[src/rtl/mem_arbiter.sv]
// Two-requester (CPU/DMA) arbiter for a single-port synchronous memory.
// Each transfer is IDLE -> ACC -> RESP; CPU has priority, bounded by a DMA starvation limit.
module mem_arbiter #(
  parameter int ADDR_W  = 12,
  parameter int DATA_W  = 16,
  parameter int DMA_LIM = 3
) (
  input  logic              clk,
  input  logic              reset,
  input  logic              cpu_req,
  input  logic              cpu_we,
  input  logic [ADDR_W-1:0] cpu_addr,
  input  logic [DATA_W-1:0] cpu_wdata,
  output logic              cpu_gnt,
  output logic              cpu_done,
  output logic [DATA_W-1:0] cpu_rdata,
  input  logic              dma_req,
  input  logic              dma_we,
  input  logic [ADDR_W-1:0] dma_addr,
  input  logic [DATA_W-1:0] dma_wdata,
  output logic              dma_gnt,
  output logic              dma_done,
  output logic [DATA_W-1:0] dma_rdata,
  output logic              mem_en,
  output logic              mem_we,
  output logic [ADDR_W-1:0] mem_addr,
  output logic [DATA_W-1:0] mem_wdata,
  input  logic [DATA_W-1:0] mem_rdata,
  output logic [1:0]        dbg_state
);

  // Handshake: a requester raises req (with we/addr/wdata valid) and holds it until
  // its one-cycle done pulse; a req still high in the following IDLE is a new request.

  typedef enum logic [1:0] {
    IDLE = 2'd0,
    ACC  = 2'd1,
    RESP = 2'd2
  } state_t;

  localparam logic [3:0] STARVE_MAX = 4'(DMA_LIM);

  state_t              state_q, state_d;
  logic                owner_q;    // 0 = CPU, 1 = DMA
  logic                lat_we_q;
  logic [ADDR_W-1:0]   lat_addr_q;
  logic [DATA_W-1:0]   lat_wdata_q;
  logic [3:0]          starve_q;
  logic [DATA_W-1:0]   cpu_rdata_q, dma_rdata_q;
  logic                starve_full;
  logic                cpu_win, dma_win;

  assign starve_full = (starve_q == STARVE_MAX);

  always_comb begin
    cpu_win = 1'b0;
    dma_win = 1'b0;
    state_d = state_q;
    case (state_q)
      IDLE: begin
        cpu_win = cpu_req && !(dma_req && starve_full);
        dma_win = dma_req && !cpu_win;
        if (cpu_win || dma_win) state_d = ACC;
      end
      ACC:     state_d = RESP;
      RESP:    state_d = IDLE;
      default: state_d = IDLE;
    endcase
  end

  always_ff @(posedge clk or negedge reset) begin
    if (!reset) state_q <= IDLE;
    else        state_q <= state_d;
  end

  always_ff @(posedge clk or negedge reset) begin
    if (!reset) begin
      owner_q     <= 1'b0;
      lat_we_q    <= 1'b0;
      lat_addr_q  <= '0;
      lat_wdata_q <= '0;
      starve_q    <= '0;
      cpu_rdata_q <= '0;
      dma_rdata_q <= '0;
    end else begin
      if (cpu_win) begin
        owner_q     <= 1'b0;
        lat_we_q    <= cpu_we;
        lat_addr_q  <= cpu_addr;
        lat_wdata_q <= cpu_wdata;
      end else if (dma_win) begin
        owner_q     <= 1'b1;
        lat_we_q    <= dma_we;
        lat_addr_q  <= dma_addr;
        lat_wdata_q <= dma_wdata;
      end
      // Starvation only counts CPU wins that actually kept a waiting DMA out.
      if (state_q == IDLE) begin
        if (dma_win || !dma_req) starve_q <= '0;
        else if (cpu_win && !starve_full) starve_q <= starve_q + 4'd1;
      end
      // Memory read data is valid during RESP; capture it on the way back to IDLE.
      if (state_q == RESP && !lat_we_q) begin
        if (owner_q) dma_rdata_q <= mem_rdata;
        else         cpu_rdata_q <= mem_rdata;
      end
    end
  end

  assign mem_en    = (state_q == ACC);
  assign mem_we    = (state_q == ACC) && lat_we_q;
  assign mem_addr  = lat_addr_q;
  assign mem_wdata = lat_wdata_q;

  assign cpu_gnt   = (state_q != IDLE) && !owner_q;
  assign dma_gnt   = (state_q != IDLE) &&  owner_q;
  assign cpu_done  = (state_q == RESP) && !owner_q;
  assign dma_done  = (state_q == RESP) &&  owner_q;
  assign cpu_rdata = cpu_rdata_q;
  assign dma_rdata = dma_rdata_q;
  assign dbg_state = state_q;

endmodule

[config.mk]
export PLATFORM = sky130hd
export DESIGN_NAME = mem_arbiter
export DESIGN_NICKNAME = d
export VERILOG_FILES = /design/src/rtl/mem_arbiter.sv
export SDC_FILE = /design/constraint.sdc
export NUM_CORES = 1
export LEC_CHECK = 0
export ABC_CLOCK_PERIOD_IN_PS = 3020
export CELL_PAD_IN_SITES_DETAIL_PLACEMENT = 0
export CELL_PAD_IN_SITES_GLOBAL_PLACEMENT = 2
export CORE_MARGIN = 8
export CORE_UTILIZATION = 28
export CTS_CLUSTER_SIZE = 40
export DETAILED_ROUTE_END_ITERATION = 8
export PLACE_DENSITY = 0.95
export REMOVE_ABC_BUFFERS = 1
export SYNTH_ARGS = -nofsm -noshare
export SYNTH_HDL_FRONTEND = slang
export SYNTH_SLANG_ARGS = --single-unit
[constraint.sdc]
create_clock -name clk -period 3.02 [get_ports clk]
set_clock_uncertainty 0.15 [all_clocks]
set_input_delay 0.906 -clock clk [delete_from_list [all_inputs] [get_ports clk]]
set_output_delay 0.906 -clock clk [all_outputs]
set_load 0.02 [all_outputs]
# --- Yosys cells after proc, flatten, opt, wreduce, memory -nomap -nowiden ---
# Index checks and enable logic that the tools add are counted.
totals:
  romBits: 0
  latch_bits: 0
  word_cells: 53
  ramBits: 0
  register_bits: 68
  mem_count: 0
classes:
  eq_ne: 4
  shifts: 0
  n_mul: 0
  div: 0
  reduce_logical: 25
  mux: 14
  n_addsub: 1
  bitwise_logic: 1
  n_lt_le_gt_ge: 0
op_table:
  columns: ["op", "count"]
  rows:
  - ["2-to-1 mux 16 bit", 2]
  - ["2-to-1 mux 12 bit", 2]
  - ["logical AND 1 bit", 10]
  - ["2-to-1 mux 4 bit", 2]
  - ["logical NOT 1 bit", 6]
  - ["2-to-1 mux 1 bit", 6]
  - ["AND reduction 2 bit", 3]
  - ["nonzero test 2 bit", 3]
  - ["adder 4 x 1 -> 4 bit, second input constant", 1]
  - ["== test 4 x 2 -> 1 bit, second input constant", 1]
  - ["one-hot mux 2 bit (2 select lines)", 1]
  - ["== test 2 x 1 -> 1 bit, second input constant", 1]
  - ["== test 2 bit, second input constant", 1]
  - ["logical NOT 2 bit", 1]
  - ["logical OR 1 bit", 2]
  - ["2-to-1 mux 2 bit", 1]
  - ["inequality test 2 bit, second input constant", 1]
  - ["NOT 1 bit", 1]

# --- Depth between registers and ports, before layout ---
# Gate-level depths: netlist (run 1).
logic_depth:
  depth_word: 10
  mapped_depth: 6
  depth_no_buf: 4

# --- Worst setup path before layout (run 1) ---
# Ideal clock, no wire load.
synth_timing:
  kind: "register to output"
  start: "register state_q[0] (netlist: dbg_state[0])"
  end: "output mem_we"
  stages_incl_launch_ff: 3
  t_arrival_ns: 1.233
  path_buffers: 0
  required_time_ns: 1.964
  path_slack_ns: 0.731
  cell_sequence: "dfrtp_1 nor2b_1 and2_1"
synth_between:
  elab_chain_len: 2
synth_rtl:
  columns: ["item", "line_no", "text"]
  rows:
  - ["start, declared", "43", "state_t state_q, state_d;"]
  - ["start signal, assigned", "73", "else state_q <= state_d;"]
  - ["== test 2 x 1 -> 1 bit", null, null]
  - ["via mem_en", "24", "output logic mem_en,"]
  - ["logical AND 1 bit", "111", "assign mem_we = (state_q == ACC) && lat_we_q;"]
  - ["end, declared", "25", "output logic mem_we,"]
# The timed path passes the listed nets, and every way through them passes these cells.

# --- Worst setup path after layout (run 1) ---
layout_timing:
  start: "register state_q[0] (netlist: dbg_state[0])"
  end: "output dma_gnt"
layout_between:
  elab_chain_len: 2
layout_rtl:
  columns: ["item", "line_no", "text"]
  rows:
  - ["nonzero test 2 bit", "116", "assign dma_gnt = (state_q != IDLE) && owner_q;"]
  - ["logical AND 1 bit", "116", null]
  - ["end, declared", "21", "output logic dma_gnt,"]
# No other way between the ends.

==> qor.csv, run 1 <==
metric,value,unit
status,completed,
num_rows,39,
grt_remaining_overflow,0,
cts_setup_buffers,0,
tns,0,ps
cp_data_required_time,1960,ps
critPathBufInv,1,
crit_start,dbg_state[0],
drt.antenna.violating_nets,0,
cts_tree,built,
ctsResizeCount,0,
grt_pass1_wl,15.7,mm
dr_total_vias,2601,
peakVddDrop,0.558,mV
top_layer,met4,
post-dp-hpwl,7.28,mm
core_area,0.0114,mm²
ys_seq_elements,68,
syn_area_per_cell,13.3,µm²
n_fill_cell,1070,
critPathMaxFanout,9,
worstReg2RegStart,dbg_state[0],
ys_types,33,
die_area,0.0153,mm²
synth_area,0.00325,mm²
path_cells,"or2_4, and2_1, clkdlybuf4s50_1",
yosysSeqAreaShare,52.3,%
totalWireLength,9.76,mm
cap_violations,0,
avgRoutedWirePerCell,18.3,µm
cp-end-kind,output port,
cp_top_family,buffers and inverters,
critPathSlowestCell,clkdlybuf4s50_1,
max_slew_margin,44.7,%
p_clk_share,22.2,%
setup_viol,0,
hold_class,reg -> reg,
finalCritPeriodShare,95.0,%
crit_arrival,1810,ps
dr.first_iter.drc_count,149,
drv_slew,0,
h-tree-depth,3,
grt_pass1_vias,2917,
met2_wirelength,4.26,mm
fmax,348,MHz
grt_util_all_layers,13.2,%
hold_buffers,0,
cpPeakStageDelay,530,ps
die-width,124,µm
power.switching,1.91,mW
firstDrtPassIters,4,
wl_met3,1.26,mm
fin_nets,466,
worst_setup_path_start_kind,register,
die_h,124,µm
area.growth.synth_to_final,58.8,%
whs,335,ps
ys_warn_count,0,
drive_gt1_share,19.9,%
cts.sinks,68,
hold_viol,0,
p_int,3.54,mW
power_frac_comb,48.0,%
start_util,28.6,%
syn_inst,245,
powerDensity,1050,mW/mm²
cts-buffers-inserted,9,
clock_latency,320,ps
p_leak,2.00,nW
drc,0,
critPathKind,reg -> out,
wl_met1,4.09,mm
grt_setup_unrepaired,no,
antenna_found_initial,0,
grt_max_degree,32,
tightestPinTransition,827,ps
place.gp.congestion,0.747,
seqPwrFrac,29.8,%
cts_root_buf,clkbuf_16,
switching_share,35.0,%
io_pins,146,
port_buffers,145,
cts.clk_slew.worst_paths,60,ps
via_per_inst,4.86,
antenna_cells,0,
period_minus_slack,2870,ps
clock_path_buffers,2,
hp-start,cpu_rdata[10],
-- final timing paths --
kind                                 end  slack (ps)  cells after the start
setup / recovery                 dma_gnt         150                      3
setup reg to reg           cpu_rdata[14]         960                      3
hold reg to reg            cpu_rdata[10]         330                      1
max in group asynchronous    mem_addr[9]        1640                      2
hold / removal             cpu_rdata[10]         330                      1
min in group asynchronous  dma_rdata[12]         370                      1
-- through the flow --
stage	instance area [µm²]	util, %	worst slack [ps]	total power, mW	cells
2_1_floorplan	3110	-	126	2.95	221
3_3_place_gp	4810	42.3	362	4.23	519
3_5_place_dp	4810	42.3	303	4.29	519
4_1_cts	5160	45.4	19.4	5.53	535
5_1_grt	5170	45.4	71.1	5.78	535
6_report	5170	45.4	150	5.45	535
-- state kept, by name, summed over array words and instances, names as in the netlist --
register / flops
owner_q: 1
lat_we_q: 1
cpu_rdata: 16
mem_wdata: 16
mem_addr: 12
dbg_state: 2
dma_rdata: 16
starve_q: 4
-- synth_stat cells, drive strengths merged --
| cell type | count | area share, % |
|---|---|---|
| clkbuf | 14 | 1.6 |
| mux2 | 33 | 13 |
| a21oi | 1 | 0.15 |
| nor3 | 2 | 0.65 |
| a32o | 2 | 0.62 |
| buf | 10 | 3.0 |
| nor2b | 3 | 0.81 |
| o22ai | 1 | 0.19 |
| dfrtp | 68 | 52 |
| ha | 1 | 0.38 |
| nand2b | 30 | 5.8 |
| nor3b | 1 | 0.38 |
| nand4b | 30 | 8.1 |
| inv | 1 | 0.12 |
| and2 | 3 | 0.58 |
| or2 | 1 | 0.19 |
| nor2 | 6 | 0.92 |
| nand3b | 1 | 0.23 |
| nand3 | 1 | 0.15 |
| and3b | 1 | 0.27 |
| o21ai | 1 | 0.15 |
| nand4 | 1 | 0.19 |
| nand2 | 3 | 0.35 |
| nand4bb | 1 | 0.35 |
| o221a | 29 | 10 |
-- logic make-up after synthesis --
group / Yosys count / share of synthesized area, %
mux: 33 / 12.6
simple gates: 84 / 18.9
fa+ha+maj: 1 / 0.384
flops: 68 / 52.3
buf+inv: 25 / 4.69
compound gates: 34 / 11.1
-- placed cells by master, fill, tap and decap left out, drive strengths merged, types with 2 or more instances in the layout --
cell	netlist	layout
bufinv	0	3
nand2	3	3
dfrtp	68	68
o221a	29	29
nand4b	30	30
buf	10	11
nor3	2	2
nor2b	3	3
clkbuf	14	10
nand2b	30	30
a32o	2	2
and2	3	3
clkdlybuf4s50	0	144
nor2	6	6
clkinv	0	2
mux2	33	33
-- final cells by class --
type	instances	area (µm²)	share of cell area [%]
sequential	68	1700	32.9
timing repair buffer	155	1520	29.4
multi-input combinational	152	1410	27.3
clock buffer	10	239	4.62
tap	143	179	3.46
clock inverter	6	111	2.15
inverter	1	3.75	0.0726
-- power by group through the flow --
stage                     clock network, mW  registers (mW)  logic (mW)
after global routing                   1.29            1.69        2.80
after global placement                    0            1.63        2.60
after detailed placement                  0            1.63        2.66
final                                  1.21            1.62        2.62
after floorplan                           0            2.09       0.857
after CTS                              1.25            1.63        2.65
-- routing by layer --
layer  vias up  track usage, %
li1       1210               -
met1      1258            15.3
met2       121            20.5
met3        12            6.62
met4         0            5.04
met5         -               0
No activity file was read; power rests on OpenSTA's default activity.
==> run 2, diff against run 1 <==
- HOLD_SLACK_MARGIN: unset -> 0.02
==> results of run 2 <==
No change in the layout: final DEF, timing and power equal those of run 1.
==> run 3, diff against run 2 <==
- RECOVER_POWER: unset -> 100
==> run 3 against run 2 <==
Clock power about the same; fmax about the same; largest power group unchanged; sequential cell count unchanged; global-route usage stayed put; setup slack got worse by 2.7 ps; wire length decreased by 0.56%; first-iteration DRC count shrank 28%; combinational power decreased by 8.8%; critical path depth unchanged; register-to-register slack lost 340 ps; power decreased by 4.8%.
==> qor.csv, run 3 (synthesis results as in run 1) <==
metric,value,unit,change
via_per_inst,4.85,,-0.31%
cts_root_buf,clkbuf_16,,
grt_pass1_vias,2917,,unchanged
drv_slew,0,,unchanged
grt_remaining_overflow,0,,unchanged
critPathMaxFanout,9,,unchanged
die_area,0.0153,mm²,unchanged
final_common_cell,clkdlybuf4s50_1,,
dr_total_vias,2593,,-0.31%
critPathKind,reg -> out,,
core_area,0.0114,mm²,unchanged
cpPeakStageDelay,670,ps,+140 ps
h-tree-depth,3,,unchanged
port_buffers,145,,unchanged
grt_max_degree,32,,unchanged
dr.first_iter.drc_count,108,,-28%
die_h,124,µm,unchanged
cts.sinks,68,,unchanged
antenna_found_initial,0,,unchanged
clock_latency,320,ps,about the same
start_util,28.6,%,unchanged
place.gp.congestion,0.747,,unchanged
path_cells,"nor2b_1, and2_1, dlygate4sd3_1",,
cp_data_required_time,1960,ps,about the same
crit_arrival,1820,ps,about the same
clock_path_buffers,2,,unchanged
io_pins,146,,unchanged
cts.clk_slew.worst_paths,60,ps,about the same
grt_util_all_layers,13.2,%,unchanged
drt.antenna.violating_nets,0,,unchanged
tns,0,ps,unchanged
worstReg2RegStart,dbg_state[0],,
finalCritPeriodShare,95.1,%,about the same
tightestPinTransition,1330,ps,+500 ps
cap_violations,0,,unchanged
critPathSlowestCell,dlygate4sd3_1,,
holdPathStages,1,,unchanged
min_to,cpu_rdata[10],,
hold_viol,0,,unchanged
setup_viol,0,,unchanged
firstDrtPassIters,4,,unchanged
n_fill_cell,1085,,+1.4%
setup_slack,147,ps,-2.74 ps
worst_setup_path_start_kind,register,,
grt_setup_unrepaired,no,,
r2r-end,cpu_rdata[1],,
fmax,348,MHz,about the same
r2r_slack,620,ps,-340 ps
multi_input_area,0.00136,mm²,-3.5%
total_power,5.19,mW,-4.8%
antenna_cells,0,,unchanged
cts_tree,built,,
hold_class,reg -> reg,,
p_leak,2.00,nW,about the same
max_slew_margin,11.1,%,-34 points
seq_area,0.00170,mm²,unchanged
area.growth.synth_to_final,56.8,%,
reg2reg_depth,3,,unchanged
drc,0,,unchanged
avgRoutedWirePerCell,18.1,µm,-0.56%
die-width,124,µm,unchanged
totalWireLength,9.71,mm,-0.56%
cp-end-kind,output port,,
hp-start,cpu_rdata[10],,
cts-buffers-inserted,9,,unchanged
peakVddDrop,0.511,mV,-8.3%
drive_gt1_share,17.1,%,-2.8 points
num_rows,39,,unchanged
grt_pass1_wl,15.7,mm,unchanged
status,completed,,
layout_common_cells,"clkdlybuf4s50_1 (77), dfrtp_1 (68), dlygate4sd3_1 (67), nand2b_1 (30), nand4b_1 (30)",,
powerDensity,1020,mW/mm²,-3.6%
period_minus_slack,2870,ps,+2.74 ps
fin_nets,466,,unchanged
pre_cts_ws,303,ps,unchanged
post-dp-hpwl,7.28,mm,unchanged
-- run 3: cell types whose count changed in the layout (fill, tap and decap cells not counted), sizes merged --
cell / previous run / this run
buf: 11 / 5
clkbuf: 10 / 16
clkdlybuf4s50: 144 / 77
dlygate4sd3: 0 / 67
-- run 3: per-layer routing --
layer / GRT usage, % / up-vias / routed length [µm]
li1: - / 1215 / -
met3: 6.62 / 12 / 1250
met5: 0 / - / 0
met1: 15.3 / 1247 / 4060
met2: 20.5 / 119 / 4250
met4: 5.04 / 0 / 158
-- run 3: worst max path at each step --
stage                      start            to  slack [ps]  cells past startpoint
global placement         dma_req  mem_wdata[2]         360                      4
finish              dbg_state[0]        mem_we         150                      3
detailed placement       dma_req  mem_wdata[5]         300                      4
CTS                 dbg_state[0]       dma_gnt          20                      3
global route             dma_req  mem_wdata[9]          50                      4
floorplan                dma_req   starve_q[3]         130                      3
-- run 3: what timing repair did --
action                                  CTS  global route
hold buffers                              0             0
resized for setup                         0             1
endpoints found under the setup margin    0             1
setup buffers                             0             0
-- run 3: area by class of cell --
class                   instances  share of cell area (%)
well taps                     143                    3.51
clock buffers                  10                    4.68
repair buffers                155                    29.5
clock inverters                 6                    2.18
inverters                       1                  0.0736
multi-input cells             152                    26.7
flip-flops and latches         68                    33.3
-- run 3: per-stage QoR --
step / area, µm² / cells / util, % / hold slack, ps
after floorplan: 3110 / 221 / - / 326
after global placement: 4810 / 519 / 42.3 / 319
after detailed placement: 4810 / 519 / 42.3 / 326
after CTS: 5160 / 535 / 45.4 / 339
after global routing: 5100 / 535 / 44.9 / 354
final: 5100 / 535 / 44.9 / 329
-- run 3: critical path, delay by kind of cell, from the launching register on --
kind	cells	cell delay (ps)
buffers and inverters	1	670
flip-flops	1	520
AND/OR/NAND/NOR	2	310
-- run 3: where the power goes --
group          internal (mW)  total, mW  switching [mW]  leakage (nW)
logic                   1.16       2.39            1.23          1.03
clock network          0.829       1.21           0.382         0.169
registers               1.34       1.59           0.254         0.801
